`config.mk`:
```
export PLATFORM = sky130hd
export DESIGN_NAME = cmd_burst_dispatcher
export DESIGN_NICKNAME = d
export VERILOG_FILES = /design/src/rtl/cmd_burst_dispatcher.sv
export SDC_FILE = /design/constraint.sdc
export NUM_CORES = 1
export LEC_CHECK = 0
export CAP_MARGIN = 5
export CORE_AREA = 2 2 81 68
export CTS_CLUSTER_SIZE = 12
export DETAILED_ROUTE_END_ITERATION = 12
export DIE_AREA = 0 0 83 70
export PLACE_DENSITY = 0.83
export SYNTH_ARGS = -nofsm -noshare
export SYNTH_HDL_FRONTEND = slang
export SYNTH_SLANG_ARGS = --single-unit
```
`constraint.sdc`:
```
create_clock -name i_clk -period 1.87 [get_ports i_clk]
set_clock_uncertainty 0.1 [all_clocks]
set_input_delay 0.2805 -clock i_clk [delete_from_list [all_inputs] [get_ports i_clk]]
set_output_delay 0.2805 -clock i_clk [all_outputs]
set_load 0.03 [all_outputs]
```
`src/rtl/cmd_burst_dispatcher.sv`:
```
// cmd_burst_dispatcher
//   Pops packed command words from a single-clock FIFO that has a one-cycle
//   registered read latency. Each word is expanded into len+1 beats on a
//   valid/ready port, with the address stepping by ADDR_STEP per beat.
//   NOP words (opcode 0) are popped and dropped without producing a beat.
//
// Ports
//   i_clk            rising-edge clock
//   i_reset          synchronous reset, active low (0 = reset)
//   i_fifo_data_out  FIFO read data, valid the cycle after o_fifo_get
//   i_fifo_empty_bar 1 = FIFO holds at least one word
//   o_fifo_get       pop strobe to the FIFO
//   o_cmd_valid      beat presented to the core
//   i_cmd_ready      core accepts the beat when o_cmd_valid & i_cmd_ready
//   o_cmd_op         opcode of the current beat
//   o_cmd_addr       address of the current beat
//   o_cmd_last       current beat is the final beat of its command
//   o_busy           FSM is not in IDLE
//
// Build option
//   DISPATCH_PREFETCH_EN : pop the next word in the same cycle the last beat
//   is accepted, shrinking the inter-command gap from 2 cycles to 1.
//   o_fifo_get then depends combinationally on i_cmd_ready.

module cmd_burst_dispatcher #(
  parameter  int CMD_W     = 3,
  parameter  int LEN_W     = 2,
  parameter  int ADDR_W    = 25,
  parameter  int ADDR_STEP = 4,
  localparam int WORD_W    = CMD_W + LEN_W + ADDR_W
) (
  input  logic              i_clk,
  input  logic              i_reset,
  input  logic [WORD_W-1:0] i_fifo_data_out,
  input  logic              i_fifo_empty_bar,
  output logic              o_fifo_get,
  output logic              o_cmd_valid,
  input  logic              i_cmd_ready,
  output logic [CMD_W-1:0]  o_cmd_op,
  output logic [ADDR_W-1:0] o_cmd_addr,
  output logic              o_cmd_last,
  output logic              o_busy
);

  typedef enum logic [1:0] {
    IDLE  = 2'd0,
    WAIT  = 2'd1,
    ISSUE = 2'd2
  } state_t;

  state_t            r_state;
  state_t            w_next;
  logic [CMD_W-1:0]  r_op;
  logic [ADDR_W-1:0] r_addr;
  logic [LEN_W-1:0]  r_cnt;
  logic              w_get;
  logic              w_accept;

  logic [CMD_W-1:0]  w_word_op;
  logic [LEN_W-1:0]  w_word_len;
  logic [ADDR_W-1:0] w_word_addr;

  assign w_word_op   = i_fifo_data_out[WORD_W-1 -: CMD_W];
  assign w_word_len  = i_fifo_data_out[ADDR_W+LEN_W-1 : ADDR_W];
  assign w_word_addr = i_fifo_data_out[ADDR_W-1:0];

  assign o_cmd_valid = (r_state == ISSUE);
  assign o_cmd_last  = (r_state == ISSUE) && (r_cnt == '0);
  assign o_busy      = (r_state != IDLE);
  assign o_cmd_op    = r_op;
  assign o_cmd_addr  = r_addr;
  assign w_accept    = o_cmd_valid & i_cmd_ready;

  // The pop strobe is combinational; mask it while reset is asserted so the
  // FIFO is never popped during the reset cycles themselves.
  assign o_fifo_get  = w_get & i_reset;

  always_ff @(posedge i_clk) begin
    if (!i_reset) begin
      r_state <= IDLE;
      r_op    <= '0;
      r_addr  <= '0;
      r_cnt   <= '0;
    end else begin
      r_state <= w_next;
      if (r_state == WAIT) begin
        // NOP words leave op/addr untouched so they keep their last values.
        if (w_word_op != '0) begin
          r_op   <= w_word_op;
          r_addr <= w_word_addr;
          r_cnt  <= w_word_len;
        end
      end else if (w_accept) begin
        r_addr <= r_addr + ADDR_W'(ADDR_STEP);
        r_cnt  <= r_cnt - LEN_W'(1);
      end
    end
  end

  always_comb begin
    w_next = r_state;
    w_get  = 1'b0;
    case (r_state)
      IDLE: begin
        if (i_fifo_empty_bar) begin
          w_get  = 1'b1;
          w_next = WAIT;
        end
      end
      WAIT: begin
        w_next = (w_word_op == '0) ? IDLE : ISSUE;
      end
      ISSUE: begin
        if (w_accept && (r_cnt == '0)) begin
`ifdef DISPATCH_PREFETCH_EN
          if (i_fifo_empty_bar) begin
            w_get  = 1'b1;
            w_next = WAIT;
          end else begin
            w_next = IDLE;
          end
`else
          w_next = IDLE;
`endif
        end
      end
      default: w_next = IDLE;
    endcase
  end

endmodule

```
* Word-level counts from Yosys, hierarchy flattened
Cells that the tools add are included.
** Storage, ports and cells
- Register bits after elaboration :: 32
- Input bits :: 34
- Output and inout bits :: 32
- Logic and storage cells :: 36
** Operators by class
- Add/subtract/negate cells :: 2
- Eq/ne operators :: 5
- Multiplexer cells :: 12
- Bitwise operators :: 2
- Reductions and logical operators :: 11
** Operators with widths (number)
- 25-bit 2-to-1 mux :: 3
- 25-bit by 3-bit adder with 25-bit output (second input constant) :: 1
- 2-bit 2-to-1 mux :: 6
- 2-bit case mux with 3 select lines :: 1
- 2-bit AND reduction :: 3
- 2-bit logical NOT :: 2
- 2-bit by 1-bit inequality test with 1-bit output (second input constant) :: 2
- 2-bit nonzero test :: 2
- 3-bit logical NOT :: 1
- 3-bit nonzero test :: 1
- 1-bit bitwise AND :: 2
- 2-bit by 1-bit equality test with 1-bit output (second input constant) :: 1
- 2-bit equality test (second input constant) :: 1
- 1-bit logical AND :: 2
- 1-bit 2-to-1 mux :: 2
- 2-bit inequality test (second input constant) :: 1
- 2-bit by 1-bit subtractor with 2-bit output (second input constant) :: 1

* Depth between registers and ports, before layout
Gate-level depths: netlist (run 1).
- Depth in word-level cells :: 5
- Mapped depth :: 7
- Gate-level depth less buffers :: 5

* Worst setup path after synthesis (run 1)
OpenSTA, ideal clock, no wires.
- Kind :: flip-flop to flip-flop
- Start point :: register r_addr[2], in the netlist o_cmd_addr[2]
- End point :: register r_addr[20], in the netlist o_cmd_addr[20]
- Setup time :: 0.074 ns
- Data arrival time :: 2.143 ns
- Required time :: 1.696 ns
- Slack :: -0.448 ns
- Cell stages (with the launch flop) :: 6
- Path buffers :: 0
- Period minus slack after synthesis :: 2.318 ns
- Path through :: dfxtp_1 -> ha_1 -> nand3_1 -> or4_4 -> or4b_1 -> a31oi_1
** Between the ends
- Longest elaborated chain between the ends :: 3
** RTL lines
- start: declaration :: RTL line 54 : logic [ADDR_W-1:0] r_addr;
- start signal: assignment :: RTL line 90 : r_addr <= w_word_addr;
- start signal: assignment :: RTL line 94 : r_addr <= r_addr + ADDR_W'(ADDR_STEP);
- 25-bit by 3-bit adder with 25-bit output :: RTL line 94
- 25-bit 2-to-1 mux :: RTL line 93 : end else if (w_accept) begin
- 25-bit 2-to-1 mux :: RTL line 86 : if (r_state == WAIT) begin
No other way between the ends. The select of a mux whose other input is x is not followed.
A chain may end at the register's enable or synchronous reset.

* Worst setup path in the final report (run 1)
- Start point :: register r_addr[3], in the netlist o_cmd_addr[3]
- End point :: register r_addr[20], in the netlist o_cmd_addr[20]
The elaborated chain is that of the path after synthesis.

==> run metrics, run 1 <==
Worst Hold Class=flop to flop; CTS tree=built; Startpoint Class=flop; Async S/R FF share, synth=0%; PnR worst setup slack=-0.0230 ns; Warnings, synthesis=0; total I/O pin count=66; final hold violations=0; row count=24; total power=around 1800 uW; fin util=around three fifths; sequential share of the synthesized area=between 30% and 40%; via density per instance=between 5 and 6; root buf cell=clkbuf_8; Max H-tree Level=2; ant diodes=0; Clock Latency Late Sink=roughly 0.29 ns; Mapped Nets=289; Pleak=0.00115 uW; area delta synth->final=58.2%; vias in the first global route=2185; CTS Sinks=32; Die Span Y=around 70 um; switching power=571 uW; peak supply drop=410 uV; sw frac=between 30% and 40%; DRT iter0 DRCs=approximately 310; Max Cap Violations=0; Placer Congestion=between 0.8 and 0.9; register area=667 sq um; DIE AREA=5810 sq um; Sum Neg Setup Slack=-0.0230 ns; layout cells sized above 1=23.1%; Synth Cell Area=a little under 2000 sq um; PD cells=597 nW/um^2; Final Max Tran Viols=0; Sequential Power Share=a little over two fifths; Initial Util=a little under two fifths; DRC=0; CTS max path bufs=2; Netlist cell types=between 50 and 60; antenna-violating nets left=0; CTS clk-pin slew, worst paths=0.07 ns; Vias=approximately 2400; DP HPWL=~4700 um; status=complete, but fails checks; FMAX=between 0.5 and 0.6 GHz; Pint=approximately 1200 uW; critical-path maximum fanout=2; pin slew with the least headroom to its limit=0.346 ns; Mapped Cells=between 200 and 300; WL final=6390 um; Initial DRT Pass Iterations=5; initial antenna violation count=0; Period minus WS final=between 1.5 and 2 ns; Critical Path RT=between 1.5 and 2 ns; Top FF cell, synth=dfxtp_1; Final Cycle Share=101%; final setup fails=1; largest net degree at the start of global routing=29; EDFF count, synth=0; Mean Syn Cell Area=between 7 and 8 sq um; endpoint class of the critical path=flop; normalized max-slew margin=76.7%; Clock power frac=a little under a third; CTS buffer count=5; total track usage=between 20 and 25%; critical path data arrival time=~2 ns; RSZ-0062 raised after global routing=yes; failing checks=setup timing; drt wl/cell=roughly 16 um; footprint of the multi-input gates=approximately 1200 sq um; Combinational Power Share=a little over a quarter; final hold slack=roughly 0.36 ns; FILL cells=approximately 460; # port buffers=65; fin nets=between 300 and 400; total grt overflow=0; Core Area=roughly 5000 sq um; FF+latch count, synth=32; first-pass GRT wire length=around 10000 um; die width=83 um; critical path type=flop to flop; dpl ws=-0.248 ns
[power by group through the flow]
stage          combinational [uW]  clock (uW)  sequential [uW]
5_1_grt                       527         592              775
6_report                      491         558              770
2_1_floorplan                 190           0              837
3_3_place_gp                  478           0              782
3_5_place_dp                  487           0              784
4_1_cts                       486         568              769
[critical path, stage by stage, from the launching register on]
cell,delay (ns)
dfxtp_4,0.36
ha_4,0.15
nand3_4,0.07
or4_4,0.53
or4b_1,0.47
a31oi_1,0.14
[final cells by class]
cell class / count / share of cell area, %
clock inverters: 2 / 0.329
repair buffers: 104 / 30.8
multi-input cells: 198 / 41.0
inverters: 5 / 0.616
flip-flops and latches: 32 / 21.9
clock buffers: 6 / 2.71
well taps: 65 / 2.67
[flip-flops by register name, summed over array words and instances, names as in the netlist]
| signal | flops |
|---|---|
| o_cmd_addr | 25 |
| r_cnt | 2 |
| o_cmd_op | 3 |
| r_state | 2 |
[stage by stage]
step / instances / area, sq um
after floorplan: 253 / 1980
after global placement: 404 / 2940
after detailed placement: 404 / 2940
after CTS: 412 / 3030
after global routing: 412 / 3050
final: 412 / 3050
[synth_stat cells (4+ instances only)]
| master | number | area share, % |
|---|---|---|
| o211ai_1 | 8 | 3.1 |
| a211oi_1 | 5 | 1.9 |
| nand4_1 | 8 | 2.6 |
| nor2_1 | 17 | 3.3 |
| o22ai_1 | 4 | 1.3 |
| dfxtp_1 | 32 | 33 |
| nand3_1 | 11 | 2.9 |
| o21ai_0 | 19 | 4.9 |
| and2_1 | 6 | 1.9 |
| a31oi_1 | 6 | 1.9 |
| nor4_1 | 6 | 1.9 |
| nand2_1 | 31 | 6.0 |
| a21oi_1 | 20 | 5.2 |
| and3_1 | 4 | 1.3 |
| clkbuf_1 | 15 | 2.9 |
| nor3_1 | 6 | 1.6 |
| inv_1 | 5 | 0.97 |
[path summary, 6_finish.rpt]
check	start	endpoint	slack (ns)	cells past startpoint
hold reg to reg	o_cmd_addr[0]$_SDFFE_PN0P_	o_cmd_addr[0]$_SDFFE_PN0P_	0.36	2
setup reg to reg	o_cmd_addr[3]$_SDFFE_PN0P_	o_cmd_addr[20]$_SDFFE_PN0P_	-0.02	5
hold / removal	o_cmd_addr[0]$_SDFFE_PN0P_	o_cmd_addr[0]$_SDFFE_PN0P_	0.36	2
setup / recovery	o_cmd_addr[3]$_SDFFE_PN0P_	o_cmd_addr[20]$_SDFFE_PN0P_	-0.02	5
[cells by family after synthesis]
kind of cell             synth area share (%)
buffers and inverters                    4.61
AND/OR/NAND/NOR                          31.2
adder cells (fa/ha/maj)                  1.30
flip-flops                               33.3
AO/OA/AOI/OAI                            28.6
multiplexers                             1.04
[what timing repair did]
| action | 4_1_cts | 5_1_grt |
|---|---|---|
| hold endpoints to repair | 0 | 0 |
| hold buffers | 0 | 0 |
| resized for setup | 4 | 6 |
| pin swaps | 0 | 1 |
| buffers inserted | 0 | 0 |
| setup endpoints to repair | 5 | 11 |
[cell usage in the layout (no fill, tap or decap), types with 8 or more instances in the layout]
cell type and n:
clkdlybuf4s50_1 57, buf_4 41, nand4_1 8, nand2_1 31, dfxtp_2 12, nor2_1 17, dfxtp_1 17, nand3_1 10
a21oi_1 19, o21ai_0 18, o211ai_1 8
[per-layer routing]
layer | routed length [um] | GRT usage (%) | up-vias
li1 | - | - | 1148
met1 | 2860 | 29.4 | 1150
met2 | 2980 | 34.0 | 114
met3 | 447 | 5.56 | 18
met4 | 107 | 6.38 | 0
met5 | 0 | 0 | -
(Power assumes the default switching activity.)
==> inputs of run 2 (changes only) <==
CTS_CLUSTER_SIZE = not set   (was 12)
==> results of run 2 <==
No change in the layout: final DEF, timing and power equal those of run 1.
